--- config.mk ---
export PLATFORM = sky130hd
export DESIGN_NAME = char_row_serializer
export DESIGN_NICKNAME = d
export VERILOG_FILES = /design/src/rtl/char_row_serializer.sv
export SDC_FILE = /design/constraint.sdc
export NUM_CORES = 1
export LEC_CHECK = 0
export BUFFER_PORTS_ARGS = -buffer_cell sky130_fd_sc_hd__buf_4
export CAP_MARGIN = 25
export CORE_MARGIN = 2
export CORE_UTILIZATION = 55
export DETAILED_ROUTE_END_ITERATION = 6
export HOLD_SLACK_MARGIN = 0.03
export PLACE_DENSITY = 0.89
export SLEW_MARGIN = 40
export SYNTH_ARGS = -nofsm -noshare
export SYNTH_HDL_FRONTEND = slang
export SYNTH_SLANG_ARGS = --single-unit
--- constraint.sdc ---
create_clock -name clk -period 6.75 [get_ports clk]
set_input_delay 1.6875 -clock clk [delete_from_list [all_inputs] [get_ports clk]]
set_output_delay 1.6875 -clock clk [all_outputs]
set_load 0.005 [all_outputs]
--- src/rtl/char_row_serializer.sv ---
// char_row_serializer: issues the glyph-row ROM address ahead of the glyph and shifts the returned row out MSB-first.
module char_row_serializer #(
    parameter int CHAR_W = 8,
    parameter int CHAR_H = 16,
    parameter int LEAD   = 3
) (
    input  logic              clk,
    input  logic              rst_n,
    input  logic              pixel_en,
    input  logic [9:0]        h_val,
    input  logic [9:0]        v_val,
    input  logic [9:0]        x_pos,
    input  logic [9:0]        y_pos,
    input  logic [6:0]        ascii_addr,
    output logic [10:0]       rom_addr,
    input  logic [CHAR_W-1:0] rom_data,
    output logic              pixel_on,
    output logic              busy
);
    typedef enum logic [1:0] {IDLE, WAIT_ROM, PRIME, SHIFT} state_t;
    localparam int CW = $clog2(CHAR_W + 1);
    state_t            state, state_nx;
    logic [CHAR_W-1:0] shreg, shreg_nx;
    logic [CW-1:0]     cnt, cnt_nx;
    logic [10:0]       rom_addr_nx;
    logic              pixel_on_nx;
    logic [10:0]       v_ext, y_ext, h_ext, x_ext;
    logic              in_box, trigger;
    logic [3:0]        row;

    // Beam-position decode, widened to 11 bits so the box and lead compares never wrap.
    always_comb begin
        v_ext   = {1'b0, v_val};
        y_ext   = {1'b0, y_pos};
        h_ext   = {1'b0, h_val};
        x_ext   = {1'b0, x_pos};
        in_box  = (v_ext >= y_ext) && (v_ext < y_ext + 11'(CHAR_H));
        row     = 4'(v_ext - y_ext);
        trigger = pixel_en && in_box && (h_ext + 11'(LEAD) == x_ext);
    end

    // Next-state and datapath; nothing moves without a pixel tick, so every register holds otherwise.
    always_comb begin
        state_nx    = state;
        rom_addr_nx = rom_addr;
        pixel_on_nx = pixel_on;
        shreg_nx    = shreg;
        cnt_nx      = cnt;
        if (pixel_en) begin
            case (state)
                IDLE: if (trigger) begin
                    rom_addr_nx = {ascii_addr, 4'hF - row};
                    state_nx    = WAIT_ROM;
                end
                WAIT_ROM: state_nx = PRIME;
                PRIME: begin
                    shreg_nx    = rom_data << 1;
                    pixel_on_nx = rom_data[CHAR_W-1];
                    cnt_nx      = CW'(1);
                    state_nx    = SHIFT;
                end
                SHIFT: if (cnt < CW'(CHAR_W)) begin
                    pixel_on_nx = shreg[CHAR_W-1];
                    shreg_nx    = shreg << 1;
                    cnt_nx      = cnt + CW'(1);
                end else begin
                    pixel_on_nx = 1'b0;
                    state_nx    = IDLE;
                end
                default: state_nx = IDLE;
            endcase
        end
    end

    // State and output registers with synchronous active-low reset.
    always_ff @(posedge clk) begin
        if (!rst_n) begin
            state    <= IDLE;
            rom_addr <= '0;
            pixel_on <= 1'b0;
            shreg    <= '0;
            cnt      <= '0;
        end else begin
            state    <= state_nx;
            rom_addr <= rom_addr_nx;
            pixel_on <= pixel_on_nx;
            shreg    <= shreg_nx;
            cnt      <= cnt_nx;
        end
    end

    assign busy = (state != IDLE);
endmodule
==> flow_summary.ini, run 1 <==
[run_status]
run_status = complete, no violations

[worst_setup_path]
path_depth = 12
worst_path_largest_cell_delay_ns = 0.48
path_cells = buf_4, ha_1, nand3_1, xnor2_1, ha_1, a21o_1, a21o_1, a211oi_1, o211ai_1, nor4_4, buf_4, mux2i_1
startpoint_type = primary input
cp.required_ns = 6.95
critPathCaptureType = flop
reg2reg_depth = 6
timing_worst_setup_path_type = primary input to flop
crit_fanout = 7
cp_top_family = compound AO/OA/AOI/OAI gates
worst-r2r-setup-slack_ns = 4.42
arrival_ns = 4.22
path_buf_inv = 2
critical-path-slowest-cell = nor4_4

[sta]
holdWs_ns = 0.464
worst_slew_pin_slew_ns = 0.592
slew_headroom_pct = 60.2
setup_viol = 0
fmax_ghz = 0.249
slew_violations = 0
rsz0062_at_grt = false
fin_crit_sh_pct = 59.6
timing.setup.tns_ns = 0
skew_ns = 0.00278
period_needed_ns = 4.02
hold_viol_final = 0

[yosys]
synthCells = 248
synth_seq_cells = 25
synth-main-ff-cell = dfxtp_1
synth_cell_type_count = 48
async_flop_share_pct = 0
synthTopCellsByArea = dfxtp_1, ha_1, mux2i_1
synth.largest_area_cell = dfxtp_1
synth_top_area_share_pct = 23.9
synth_edf_count = 0
synth_seq_area_share_pct = 23.9
avgSynthCellArea_um2 = 8.46
netlist_area_um2 = 2100
ys_warn_count = 0
syn_nets = 331

[floorplan]
initial_core_util_pct = 57.3
dieHeight_um = 65.8
io_pins = 71
die-width_um = 65.8
design.core.area_um2 = 3660
die_area_um2 = 4330
row_count = 22

[global_routing]
grt_pass1_wl_mm = 7.49
grt_util_met2_pct = 40.5
grt_pass1_vias = 1832
grtUsageTotal_pct = 22.0
grt-ovfl-total = 0
antenna_found_initial = 0
grt_use_met3_pct = 4.11
grt_max_degree = 39
use_met1_pct = 25.6
grt-busiest-layer = met2

[placement]
dp_hpwl_mm = 3.74
place.gp.congestion = 0.863
placed_cells = 359
portBuffers = 70

[clocking]
post_cts_resized = 0
clkLatencyLatePin_ns = 0.27
cts_num_sinks = 25
ctsHoldBuffers = 0
cts_made_buffers = 3
cts_tree = yes
clk_pin_slew_worst_paths_ns = 0.08
cts_buffer_depth = 2
clock-root-buffer = clkbuf_8
cts_setup_buffers = 0
htreeDepth = 1

[final_layout]
fin_nets = 399
areaGrowthSynthToFinish_pct = 29.0
drive_above_1_share_pct = 25.7
fillers = 298
final_common_cell = buf_4
layout.cells.non_filler = 363
ff_latch_area_um2 = 500
antenna_cells = 0
multi_input_area_um2 = 1490
final_cell_mix = buf_4, nand2_1, dfxtp_1, ha_1, inv_1

[hold_path]
hold_path_depth = 2
hold_class = flop to flop

[route]
ant_nets = 0
drcViolationCount = 0
drtIter0Drc = 101
via_count = 1971
vias_per_cell = 5.43
drt-total-wl_mm = 4.48
routedWlPerCell_um = 12.3
dr.pass1.iters = 4

[pwr]
powerDensity_nw_per_um2 = 121
p_total_mw = 0.328
p_leak_nw = 1.29
peakVddDrop_uv = 76.4

[job]
cap_violations = 0
-- logic make-up after synthesis --
group                      after synthesis  synth area share [%]
adders and majority gates               25                  15.3
and+or+nand+nor                         82                  21.0
DFF                                     25                  23.9
muxes                                   19                  9.06
buffers and inverters                   30                  5.72
AOI/OAI and AO/OA                       49                  17.6
xor gates and xnor gates                18                  7.51
-- layer usage --
layer	wire (um)	share of wire, %
met1	1870	42
met3	246	5.5
met2	2310	52
met5	0	0
met4	48	1.1
-- through the flow --
step / cell area (um2) / worst slack [ns] / utilization (%)
3_5_place_dp: 2660 / 2.41 / 72.7
5_1_grt: 2710 / 2.49 / 74.0
6_report: 2710 / 2.73 / 74.0
2_1_floorplan: 2100 / 3.02 / -
4_1_cts: 2710 / 2.70 / 74.0
3_3_place_gp: 2660 / 2.48 / 72.5
-- worst min-delay path, stage by stage (launching register included) --
cell and delay (ns):
dfxtp_1 0.31, nand2_1 0.05, mux2i_1 0.05
-- worst paths after layout --
check | endpoint | from
setup / recovery | rom_addr[7] | y_pos[4]
hold / removal | rom_addr[8] | rom_addr[8]
setup reg to reg | cnt[2] | state[1]
hold reg to reg | rom_addr[8] | rom_addr[8]
-- cell usage after synthesis, drive strengths merged, types with 2 or more instances --
master,n
a21boi,2
a21o,5
a21oi,9
a22oi,2
a31oi,4
and3,3
buf,3
clkbuf,5
dfxtp,25
ha,24
inv,22
mux2i,19
nand2,37
nand2b,4
nand3,12
nand4,3
nor2,3
nor2b,8
nor3,2
nor3b,3
nor4,2
o2111ai,2
o211a,7
o21a,2
o21ai,5
o311ai,2
or3,2
xnor2,13
xor2,5
-- sequential cells by signal, indices dropped and copies added, names as in the netlist --
signal	count
state	2
pixel_on	1
rom_addr	11
shreg	7
cnt	4
-- report_power, final --
group          leakage, nW  switching, mW  total [mW]  internal, mW
Sequential           0.201     0.00000727       0.147         0.147
Combinational         1.06         0.0437      0.0939        0.0502
Clock               0.0228         0.0445      0.0867        0.0422
Total                 1.29         0.0882       0.328         0.240
-- layout make-up --
class,count,area share [%]
Multi-Input combinational cell,193,54.9
Timing Repair Buffer,71,19.7
Sequential cell,25,18.5
Clock buffer,4,1.66
Tap cell,48,2.22
Inverter,22,3.05
(Power assumes the default switching activity.)
==> inputs of run 2 (changes only) <==
Settings changed: CORE_UTILIZATION 55 to 46, PLACE_DENSITY 0.89 to 0.8.
Clock period 6.75 ns to 3.6 ns, I/O delays scaled along.
==> flow_summary.ini, run 2 (synthesis gave the netlist of run 1 again) <==
[run_status]
run_status = complete, no violations

[floorplan]
die_area_um2 = 5120
row_count = 24
io_pins = 71
design.core.area_um2 = 4380
initial_core_util_pct = 47.9
die-width_um = 71.5
dieHeight_um = 71.5

[final_layout]
finish.instance_area_um2 = 2710
fin_nets = 399
layout.cells.non_filler = 367
top_register = rom_addr
final_cell_mix = buf_4, nand2_1, dfxtp_1, ha_1, inv_1
fillers = 392
ff_latch_area_um2 = 500
multi_input_area_um2 = 1490
final_common_cell = buf_4
largest_register_ffs = 11
reg_top3 = rom_addr (11), shreg (7), cnt (4)
antenna_cells = 0
drive_above_1_share_pct = 25.7
areaGrowthSynthToFinish_pct = 29.3

[global_routing]
grt_max_degree = 39
grt_pass1_vias = 1851
grt_pass1_wl_mm = 7.62
antenna_found_initial = 0
grtUsageTotal_pct = 17.7
grt-ovfl-total = 0

[worst_setup_path]
startpoint_type = primary input
cp.required_ns = 3.77
worst_path_largest_cell_delay_ns = 0.37
crit_fanout = 5
critical-path-slowest-cell = or3_1
arrival_ns = 3.16
path_cells = buf_4, ha_1, nand3_1, xnor2_1, ha_1, a21o_1, a21o_1, a211oi_1, o211ai_1, or3_1, o311ai_1
critPathCaptureType = flop
timing_worst_setup_path_type = primary input to flop

[clocking]
cts_tree = yes
cts_buffer_depth = 2
clk_pin_slew_worst_paths_ns = 0.08
ctsHoldBuffers = 0
cts_made_buffers = 3
clock-root-buffer = clkbuf_8
clkLatencyLatePin_ns = 0.26
cts_setup_buffers = 0
post_cts_resized = 0
cts_num_sinks = 25
htreeDepth = 1

[route]
drcViolationCount = 0
routedWlPerCell_um = 11.9
drt-total-wl_mm = 4.35
ant_nets = 0
via_count = 1942
vias_per_cell = 5.29
drtIter0Drc = 103
dr.pass1.iters = 4

[sta]
period_needed_ns = 2.98
rsz0062_at_grt = false
setup_viol = 0
hold_viol_final = 0
fmax_ghz = 0.335
skew_ns = 0.00186
worst_slew_pin_slew_ns = 0.577
timing.setup.tns_ns = 0
slew_headroom_pct = 61.5
slew_violations = 0
fin_crit_sh_pct = 82.9

[placement]
place.gp.congestion = 0.894
portBuffers = 70
placed_cells = 363
dp_hpwl_mm = 3.56
dpl_cell_area_um2 = 2670

[pwr]
powerDensity_nw_per_um2 = 226
peakVddDrop_uv = 141
p_leak_nw = 1.29

[job]
cap_violations = 0

[hold_path]
hold_class = flop to flop
==> run 2: cell type report <==
type | count | area share (%)
clock buffer | 4 | 1.66
tap | 52 | 2.40
sequential | 25 | 18.5
inverter | 22 | 3.04
multi-input combinational | 193 | 54.8
timing repair buffer | 71 | 19.6
==> run 2: layer usage <==
metal / track usage, % / vias to the layer above / wire length (um)
li1: - / 1012 / -
met4: 5.24 / 0 / 67
met5: 0 / - / 0
met3: 2.81 / 6 / 253
met2: 30.1 / 54 / 2000
met1: 23.2 / 870 / 2030
==> run 2: path summary, 6_finish.rpt <==
path	cells after the start	slack, ns	from	to
setup / recovery	11	0.62	y_pos[4]	state[1]
hold / removal	2	0.46	rom_addr[8]	rom_addr[8]
setup reg to reg	6	1.31	state[1]	cnt[2]
hold reg to reg	2	0.46	rom_addr[8]	rom_addr[8]
==> run 2: per-stage QoR <==
step / hold slack [ns] / util, % / setup WS [ns] / power [mW]
after floorplan: 0.451 / - / 0.660 / 0.380
after global placement: 0.443 / 60.8 / 0.428 / 0.455
after detailed placement: 0.449 / 60.8 / 0.334 / 0.459
after CTS: 0.466 / 61.9 / 0.617 / 0.619
after global routing: 0.470 / 61.9 / 0.377 / 0.650
final: 0.460 / 61.9 / 0.615 / 0.613
==> run 2: worst max-delay path: cells and delay by family <==
kind,cells,cell delay (ns)
AO/OA/AOI/OAI,5,1.04
XOR/XNOR,1,0.12
adder cells (fa/ha/maj),2,0.49
buffers and inverters,1,0.13
AND/OR/NAND/NOR,2,0.47
==> run 2: where the power goes <==
group          switching (mW)  total, mW  internal, mW  leakage, nW
logic                  0.0819      0.176        0.0938         1.06
registers           0.0000121      0.276         0.276        0.201
clock network          0.0822      0.161        0.0790       0.0228
total                   0.164      0.613         0.449         1.29
==> inputs of run 3 (changes only) <==
Settings changed: CORE_UTILIZATION 46 to 51, PLACE_DENSITY 0.8 to 0.84.
Clock period 3.6 ns to 2.83 ns, I/O delays scaled along.
==> flow_summary.ini, run 3 (synthesis gave the netlist of run 1 again) <==
[pwr]
powerDensity_nw_per_um2 = 279
peakVddDrop_uv = 166
p_leak_nw = 1.36
p_total_mw = 0.800

[global_routing]
grt_max_degree = 39
grtUsageTotal_pct = 20.7
grt_pass1_wl_mm = 7.52
grt_pass1_vias = 1825
antenna_found_initial = 0
grt-ovfl-total = 0

[hold_path]
hold_class = flop to flop

[final_layout]
multi_input_area_um2 = 1520
finish.instance_area_um2 = 2860
drive_above_1_share_pct = 29.2
top_register = rom_addr
final_common_cell = buf_4
fin_nets = 409
fillers = 320
utilization_pct = 72.1
final_cell_mix = buf_4, nand2_1, dfxtp_1, ha_1, inv_1
ff_latch_area_um2 = 500
areaGrowthSynthToFinish_pct = 36.5
antenna_cells = 0
largest_register_ffs = 11
reg_top3 = rom_addr (11), shreg (7), cnt (4)

[worst_setup_path]
critPathCaptureType = flop
timing_worst_setup_path_type = primary input to flop
worst_path_largest_cell_delay_ns = 0.31
critical-path-slowest-cell = ha_1
cp.required_ns = 3.02
path_cells = buf_8, ha_4, nand3_4, xnor2_2, ha_1, a21o_1, a21o_1, a211oi_2, o211ai_1, buf_4, nor4_4, buf_4, clkbuf_16, mux2i_1
startpoint_type = primary input
crit_fanout = 5
arrival_ns = 3.01

[route]
drcViolationCount = 0
via_count = 2007
ant_nets = 0
drt-total-wl_mm = 4.80
vias_per_cell = 5.35
drtIter0Drc = 108
routedWlPerCell_um = 12.8
dr.pass1.iters = 4

[clocking]
clock-root-buffer = clkbuf_8
cts_buffer_depth = 2
htreeDepth = 1
ctsHoldBuffers = 0
cts_num_sinks = 25
cts_made_buffers = 3
clk_pin_slew_worst_paths_ns = 0.08
cts_tree = yes
clkLatencyLatePin_ns = 0.26

[placement]
dp_hpwl_mm = 3.82
dpl_cell_area_um2 = 2710
dpl_worst_slack_ns = -0.219
place.gp.congestion = 0.883
portBuffers = 70

[sta]
slew_violations = 0
hold_viol_final = 0
period_needed_ns = 2.82
skew_ns = 0.00303
slew_headroom_pct = 68.6
holdWs_ns = 0.461
worst_slew_pin_slew_ns = 0.471
fin_ws_ns = 0.00959
setup_viol = 0
fin_crit_sh_pct = 99.7
rsz0062_at_grt = true
fmax_ghz = 0.355

[floorplan]
design.core.area_um2 = 3970
die-width_um = 68.1
row_count = 23
die_area_um2 = 4640
dieHeight_um = 68.1
initial_core_util_pct = 52.8
io_pins = 71

[job]
cap_violations = 0

[run_status]
run_status = complete, no violations
[run 3: changes by cell type in the layout (fill, tap and decap cells not counted), sizes merged]
| cell | previous run | this run |
|---|---|---|
| clkbuf | 4 | 5 |
| buf | 71 | 80 |
[run 3: metrics by stage]
stage	setup TNS, ns	cells
floorplan	0	248
global placement	-0.896	365
detailed placement	-1.84	365
CTS	0	369
global route	-1.01	375
finish	0	375
[run 3: metal layers]
layer  GRT usage, %  share of wire [%]
met5              0                  0
met4           6.75                1.9
met2           38.0                 50
met1           24.7                 43
met3           2.63                5.0
[run 3: path summary, 6_finish.rpt]
kind / to / startpoint / cells past startpoint / slack, ns
max: rom_addr[5] / y_pos[5] / 14 / 0.01
min reg2reg: rom_addr[9] / rom_addr[9] / 2 / 0.46
max reg2reg: cnt[2] / state[1] / 7 / 0.90
min: rom_addr[9] / rom_addr[9] / 2 / 0.46
[run 3: cell type report]
type	count	area share [%]
well taps	50	2.18
clock buffers	4	1.57
multi-input cells	193	53.2
repair buffers	81	22.7
flip-flops and latches	25	17.5
inverters	22	2.88
[run 3: what timing repair did]
action | CTS | global route
setup buffers | 0 | 5
endpoints found under the setup margin | 0 | 6
gates resized for setup | 0 | 9
[run 3: power by group]
group / internal [mW] / switching (mW) / leakage, nW
sequential: 0.351 / 0.0000161 / 0.201
clock: 0.100 / 0.105 / 0.0228
combinational: 0.129 / 0.113 / 1.13
[run 3: worst max-delay path, delay by kind of cell]
family	cells	cell delay [ns]
adder cells (fa/ha/maj)	2	0.46
AND/OR/NAND/NOR	2	0.32
buffers and inverters	4	0.56
AO/OA/AOI/OAI	4	0.63
multiplexers	1	0.17
XOR/XNOR	1	0.14
